### src/rtl/dmem_arbiter.sv
// Data-memory arbiter between the CPU MEM stage and a debug/loader port.
// Optional stall statistics counter enabled by defining DMEM_ARB_STATS_EN.
module dmem_arbiter #(
  parameter int ADDR_W     = 5,
  parameter int STARVE_MAX = 4
) (
  input  logic              clk,
  input  logic              rst,
  input  logic              cpu_req_i,
  input  logic              cpu_we_i,
  input  logic [ADDR_W-1:0] cpu_addr_i,
  input  logic [31:0]       cpu_wdata_i,
  output logic [31:0]       cpu_rdata_o,
  output logic              cpu_stall_o,
  input  logic              dbg_req_i,
  input  logic              dbg_we_i,
  input  logic [ADDR_W-1:0] dbg_addr_i,
  input  logic [31:0]       dbg_wdata_i,
  output logic              dbg_ack_o,
  output logic              dbg_err_o,
  output logic [31:0]       dbg_rdata_o,
  output logic              mem_en_o,
  output logic              mem_we_o,
  output logic [ADDR_W-1:0] mem_addr_o,
  output logic [31:0]       mem_wdata_o,
  input  logic [31:0]       mem_rdata_i,
  output logic [15:0]       stall_cnt_o
);

  localparam int CNT_W = $clog2(STARVE_MAX + 1);
  localparam logic [CNT_W-1:0] WAIT_MAX = CNT_W'(STARVE_MAX);

  localparam logic [0:0] ST_ARB = 1'b0;
  localparam logic [0:0] ST_ACK = 1'b1;

  logic [0:0]       r_state;
  logic [CNT_W-1:0] r_wait_cnt;
  logic             r_ack;
  logic             r_err;
  logic [31:0]      r_rdata;

  logic w_dbg_pend;
  logic w_dbg_mis;
  logic w_dbg_gnt;
  logic w_cpu_gnt;

  // Reset (rst low) masks every grant so the memory sees no strobe.
  always_comb begin
    w_dbg_pend = rst && dbg_req_i && (r_state == ST_ARB);
    w_dbg_mis  = w_dbg_pend && (dbg_addr_i[1:0] != 2'b00);
    w_dbg_gnt  = w_dbg_pend && !w_dbg_mis &&
                 (!cpu_req_i || (r_wait_cnt == WAIT_MAX));
    w_cpu_gnt  = rst && cpu_req_i && !w_dbg_gnt;
  end

  always_comb begin
    mem_en_o    = w_dbg_gnt || w_cpu_gnt;
    mem_we_o    = w_dbg_gnt ? dbg_we_i : (w_cpu_gnt && cpu_we_i);
    mem_addr_o  = w_dbg_gnt ? dbg_addr_i : cpu_addr_i;
    mem_wdata_o = w_dbg_gnt ? dbg_wdata_i : cpu_wdata_i;
  end

  assign cpu_rdata_o = mem_rdata_i;
  assign cpu_stall_o = cpu_req_i && w_dbg_gnt;
  assign dbg_ack_o   = r_ack;
  assign dbg_err_o   = r_err;
  assign dbg_rdata_o = r_rdata;

  always_ff @(posedge clk) begin
    if (!rst) begin
      r_state    <= ST_ARB;
      r_wait_cnt <= '0;
      r_ack      <= 1'b0;
      r_err      <= 1'b0;
      r_rdata    <= '0;
    end else begin
      r_state <= (r_state == ST_ARB && (w_dbg_gnt || w_dbg_mis)) ? ST_ACK : ST_ARB;

      // Starvation count only advances while an eligible request is losing.
      if (!dbg_req_i || w_dbg_gnt || w_dbg_mis)
        r_wait_cnt <= '0;
      else if (w_dbg_pend && r_wait_cnt != WAIT_MAX)
        r_wait_cnt <= r_wait_cnt + 1'b1;

      r_ack <= w_dbg_gnt || w_dbg_mis;
      r_err <= w_dbg_mis;
      if (w_dbg_mis)
        r_rdata <= '0;
      else if (w_dbg_gnt)
        r_rdata <= dbg_we_i ? 32'h0 : mem_rdata_i;
    end
  end

`ifdef DMEM_ARB_STATS_EN
  logic [15:0] r_stall_cnt;

  always_ff @(posedge clk) begin
    if (!rst)
      r_stall_cnt <= '0;
    else if (cpu_stall_o && r_stall_cnt != 16'hFFFF)
      r_stall_cnt <= r_stall_cnt + 16'd1;
  end

  assign stall_cnt_o = r_stall_cnt;
`else
  assign stall_cnt_o = 16'h0000;
`endif

endmodule

### config.mk
export PLATFORM = sky130hd
export DESIGN_NAME = dmem_arbiter
export DESIGN_NICKNAME = d
export VERILOG_FILES = /design/src/rtl/dmem_arbiter.sv
export SDC_FILE = /design/constraint.sdc
export NUM_CORES = 1
export LEC_CHECK = 0
export ABC_CLOCK_PERIOD_IN_PS = 2750
export CAP_MARGIN = 20
export CORE_UTILIZATION = 32
export CTS_BUF_LIST = sky130_fd_sc_hd__clkbuf_16
export DETAILED_ROUTE_END_ITERATION = 10
export PLACE_DENSITY = 0.82
export SLEW_MARGIN = 0
export SYNTH_ARGS = -nofsm -noshare
export SYNTH_HDL_FRONTEND = slang
export SYNTH_SLANG_ARGS = --single-unit
### constraint.sdc
create_clock -name clk -period 2.75 [get_ports clk]
set_clock_uncertainty 0.1 [all_clocks]
set_input_delay 0.55 -clock clk [delete_from_list [all_inputs] [get_ports clk]]
set_output_delay 0.55 -clock clk [all_outputs]
set_load 0.01 [all_outputs]
# Yosys cells after proc, flatten, opt, wreduce, memory -nomap -nowiden
# Cells that the tools add are included.
# totals
ff_bits,38
inputBits,112
# op_classes
n_eq_ne,2
muxes,5
bitwise_logic,2
add_sub_neg,1
reduce_logical,23
# op_table
op,count
2-to-1 mux 32 bit,2
logical AND 1 bit,11
logical OR 1 bit,5
2-to-1 mux 5 bit,1
zero test 1 bit,4
OR reduction 2 bit,2
"adder 3 x 1 -> 3 bit, second input constant",1
"== test 3 bit, second input constant",1
"inequality test 3 bit, second input constant",1
2-to-1 mux 1 bit,2
inverter 1 bit,2
nonzero test 2 bit,1

# Depth between registers and ports, before layout
# logic_depth
ltp_word,10
ltp_mapped,7
mapped_depth_nobuf,5

# Worst setup path after synthesis
# OpenSTA, ideal clock, no wires.
# synth_timing
path_kind,input to output
start,input rst
end,output mem_we_o
arrival_ps,1650
t_required_ps,2100
setup_slack_ps,450
n_path_buf,3
path_stages,6
path_cell_list,buf_2 > and3b_1 > buf_6 > nand3_4 > buf_2 > mux2i_1
# synth_via
elab_chain_len,10
word_cells_on_any_way,11
classes_between,mux: 1; reduce/logical: 10
# synth_lines
element,line_no,rtl
from (decl),8,"input logic rst,"
logical AND 1 bit (2 in series),49,w_dbg_pend = rst && dbg_req_i && (r_state == ST_ARB);
logical AND 1 bit,50,w_dbg_mis = w_dbg_pend && (dbg_addr_i[1:0] != 2'b00);
zero test 1 bit,51,w_dbg_gnt = w_dbg_pend && !w_dbg_mis &&
logical AND 1 bit (2 in series),51,
zero test 1 bit,53,w_cpu_gnt = rst && cpu_req_i && !w_dbg_gnt;
logical AND 1 bit,53,
logical AND 1 bit,58,mem_we_o = w_dbg_gnt ? dbg_we_i : (w_cpu_gnt && cpu_we_i);
2-to-1 mux 1 bit (*),58,
to (decl),23,"output logic mem_we_o,"
# Mark *: on every way between the ends. The rest lies on a longest branch, timed or not.

# Worst setup path in the final report
# layout_timing
start,register r_wait_cnt[0]
end,output mem_wdata_o[0]
# layout_via
elab_chain_len,4
# layout_lines
element,line_no,rtl
from (decl),37,logic [CNT_W-1:0] r_wait_cnt;
from (signal assigned),83,r_wait_cnt <= r_wait_cnt + 1'b1;
== test 3 bit,52,(!cpu_req_i || (r_wait_cnt == WAIT_MAX));
logical OR 1 bit,52,
logical AND 1 bit,51,
2-to-1 mux 32 bit,60,mem_wdata_o = w_dbg_gnt ? dbg_wdata_i : cpu_wdata_i;
to (decl),25,"output logic [31:0] mem_wdata_o,"
# Every way passes these cells.

==> run_results.csv <==
group,metric,value,unit
power,leakage,2.00,nW
setup_path,critPathMaxFanout,11,
hold_path,hold_class,"reg2reg",
detailed_routing,totalWireLength,9980,um
floorplanning,initial_core_util,0.339,
detailed_routing,met3_length,893,um
timing,slew_headroom,0.651,
cts,clockBufferDepth,2,
timing,fmax,0.369,GHz
setup_path,worstReg2RegStart,"r_wait_cnt[0]$_SDFFE_PP0P_",
cts,cts.reportedPaths.clkPinSlew,60,ps
power,power_density,314,nW/um2
cts,cts_made_buffers,5,
setup_path,reg2regPathDepth,8,
setup_path,crit_family,"buffers and inverters",
logic_synthesis,ys_seq_area_frac,0.285,
hold_path,hold_end,"dbg_rdata_o[16]$_SDFFE_PP0P_",
logic_synthesis,synth_edf_count,0,
setup_path,crit_buf_inv,4,
power,peakVddDrop,0.000234,V
timing,finalSetupTns,0,ps
detailed_routing,met2WireLength,5110,um
cts,insertion_delay,270,ps
logic_synthesis,netlist_instances,279,
timing,fin_crit,2710,ps
place,place_area,4640,um2
timing,hold_viol_final,0,
timing,drv_slew,0,
run_status,status,"completed",
timing,holdWs,405,ps
final_layout,design_area,4920,um2
timing,tightest_slew,524,ps
job,drv_cap,0,
detailed_routing,vias,2777,
logic_synthesis,ys.flop_type,"dfxtp_1",
setup_path,crit_type,"reg2out",
detailed_routing,vias_per_cell,4.86,
setup_path,crit_cells,8,
global_route,grt_pass1_wl,14600,um
logic_synthesis,yosysTopAreaCell,"dfxtp_1",
detailed_routing,route.detailed.drc,0,
detailed_routing,detail-route-antenna-nets,0,
cts,cts_tree,"yes",
logic_synthesis,yosys.cell_count.top_type,"buf_4",
final_layout,multi_input_area,1470,um2
detailed_routing,top_layer,"met4",
detailed_routing,first_iter_violations,83,
setup_path,slowest_stage,"dfxtp_2",
setup_path,worstPathRequired,2100,ps
floorplanning,die_x,93.4,um
logic_synthesis,synth_area_leaders,"dfxtp_1, buf_4, mux2_1",
logic_synthesis,synth_top_area_share,0.285,
cts,hold_buffers,0,
place,port_buffers,217,
timing,setup_viol,0,
logic_synthesis,synth_cell_type_count,32,
final_layout,nets,583,
global_route,grt_max_degree,53,
power,power.total,1.55,mW
floorplanning,row_count,32,
logic_synthesis,yosys-top-cells-count,"buf_4, dfxtp_1, mux2i_1",
setup_path,cp_slowest_stage_delay,340,ps
final_layout,regArea,763,um2
final_layout,syn_to_final_growth,84.1,%
setup_path,ff2ff_setup_slack,890,ps
final_layout,layout-drive-gt1-share,0.130,
setup_path,cp-end-kind,"output port",
final_layout,fillers,653,
detailed_routing,wl_met1,3840,um
setup_path,arrival,2060,ps
cts,h-tree-depth,2,
floorplanning,core,7890,um2
place,place_ws,-348,ps
setup_path,startpoint_type,"register",
floorplanning,io_pins,234,
timing,grt_setup_unrepaired,"no",
global_route,grt_pass1_vias,2819,
floorplanning,dieArea,8730,um2
global_route,grt-ovfl-total,0,
setup_path,worstReg2RegEnd,"dbg_rdata_o[9]$_SDFFE_PP0P_",
hold_path,hold_path_depth,2,
cts,clock_sinks,38,
setup_path,crit_chain,"inv_1 > ha_4 > a21bo_4 > nand3_4 > buf_4 > buf_12 > mux2_1 > dlygate4sd2_1",
detailed_routing,post_drt_wl_per_cell,17.5,um
cts,cts_root_buf,"clkbuf_16",
logic_synthesis,netlist_area,2670,um2
hold_path,worstHoldStart,"dbg_rdata_o[16]$_SDFFE_PP0P_",
place,place_congestion,0.814,
logic_synthesis,ys_warn_count,0,
timing,finalWorstSetupSlack,38.0,ps
logic_synthesis,async_reset_ff_frac,0,
global_route,grt_usage,0.215,
final_layout,num_antenna_cells,0,
timing,fin_crit_sh,0.986,
global_route,antenna_found_initial,0,
logic_synthesis,syn_avg_cell_area,9.58,um2
floorplanning,fp.dieH,93.4,um
detailed_routing,dr.pass1.iters,4,
place,dp_hpwl,7370,um
logic_synthesis,synth_seq_cells,38,
## through the flow
stage | util | cells
floorplan | - | 294
global placement | 0.589 | 552
detailed placement | 0.589 | 552
CTS | 0.623 | 570
global route | 0.624 | 571
finish | 0.624 | 571
## tightest hold or removal path, stage by stage (launching register included)
cell      delay [ps]
dfxtp_1          300
o211ai_1          80
mux2i_1           70
## cells by family after synthesis
logic type	count (synthesis)	share of synthesized area
buf+inv	78	0.197
other cells	1	0.00140
simple gates	34	0.0674
flops	38	0.285
mux	68	0.272
fa+ha+maj	2	0.00936
compound gates	58	0.168
## sequential cells by signal (all words and copies together), names as in the netlist
name and count:
dbg_ack_o 1, dbg_err_o 1, dbg_rdata_o 32, r_state 1, r_wait_cnt 3
## metal layers
layer / vias to the layer above / global-route usage
met5: - / 0
met4: 0 / 0.0526
met2: 136 / 0.403
met3: 8 / 0.0585
li1: 1346 / -
met1: 1287 / 0.237
## report_power, final
group	switching [mW]	leakage, nW	internal (mW)
logic	0.187	1.62	0.273
registers	0.00310	0.308	0.557
clock network	0.202	0.0723	0.324
total	0.392	2.00	1.15
## how the worst max path moves through the flow
| stage | start | to | slack [ps] |
|---|---|---|---|
| final | r_wait_cnt[0]$_SDFFE_PP0P_ | mem_wdata_o[0] | 40 |
| after global routing | r_wait_cnt[0]$_SDFFE_PP0P_ | mem_wdata_o[5] | 1 |
| after CTS | r_wait_cnt[0]$_SDFFE_PP0P_ | mem_wdata_o[6] | 10 |
| after detailed placement | cpu_req_i | mem_wdata_o[19] | -350 |
| after global placement | cpu_req_i | mem_addr_o[2] | -330 |
| after floorplan | rst | mem_we_o | 450 |
## placed cells by master, fill, tap and decap left out, types with 2 or more instances in the layout
cell / synthesis / layout
conb_1: 1 / 16
mux2_4: 1 / 3
dfxtp_2: 0 / 2
buf_6: 6 / 2
nand2_1: 19 / 19
buf_12: 0 / 4
a31oi_1: 2 / 2
dlygate4sd2_1: 0 / 17
clkbuf_16: 0 / 5
and2_1: 4 / 4
a211oi_1: 2 / 2
inv_1: 3 / 5
dfxtp_1: 38 / 36
buf_4: 49 / 18
o21ai_0: 2 / 2
clkdlybuf4s50_1: 0 / 173
buf_16: 0 / 3
clkdlybuf4s15_1: 0 / 11
o211ai_1: 32 / 32
buf_2: 3 / 9
clkbuf_2: 0 / 5
nand3_1: 3 / 3
o2111ai_1: 17 / 17
mux2i_1: 33 / 33
mux2_1: 30 / 29
mux2_2: 4 / 3
## final cells by class
cell class              instances  share of cell area
clock buffers                   5              0.0254
clock inverters                 2             0.00153
inverters                       3             0.00229
multi-input cells             178               0.299
flip-flops and latches         38               0.155
well taps                     102              0.0259
repair buffers                243               0.490
## what timing repair did
item	4_1_cts	5_1_grt
buffers inserted	7	1
pin swaps	3	0
hold endpoints to repair	0	0
gates cloned	4	0
endpoints found under the setup margin	40	25
gates resized for setup	90	18
Note: power is estimated with default switching activity, not from simulation.
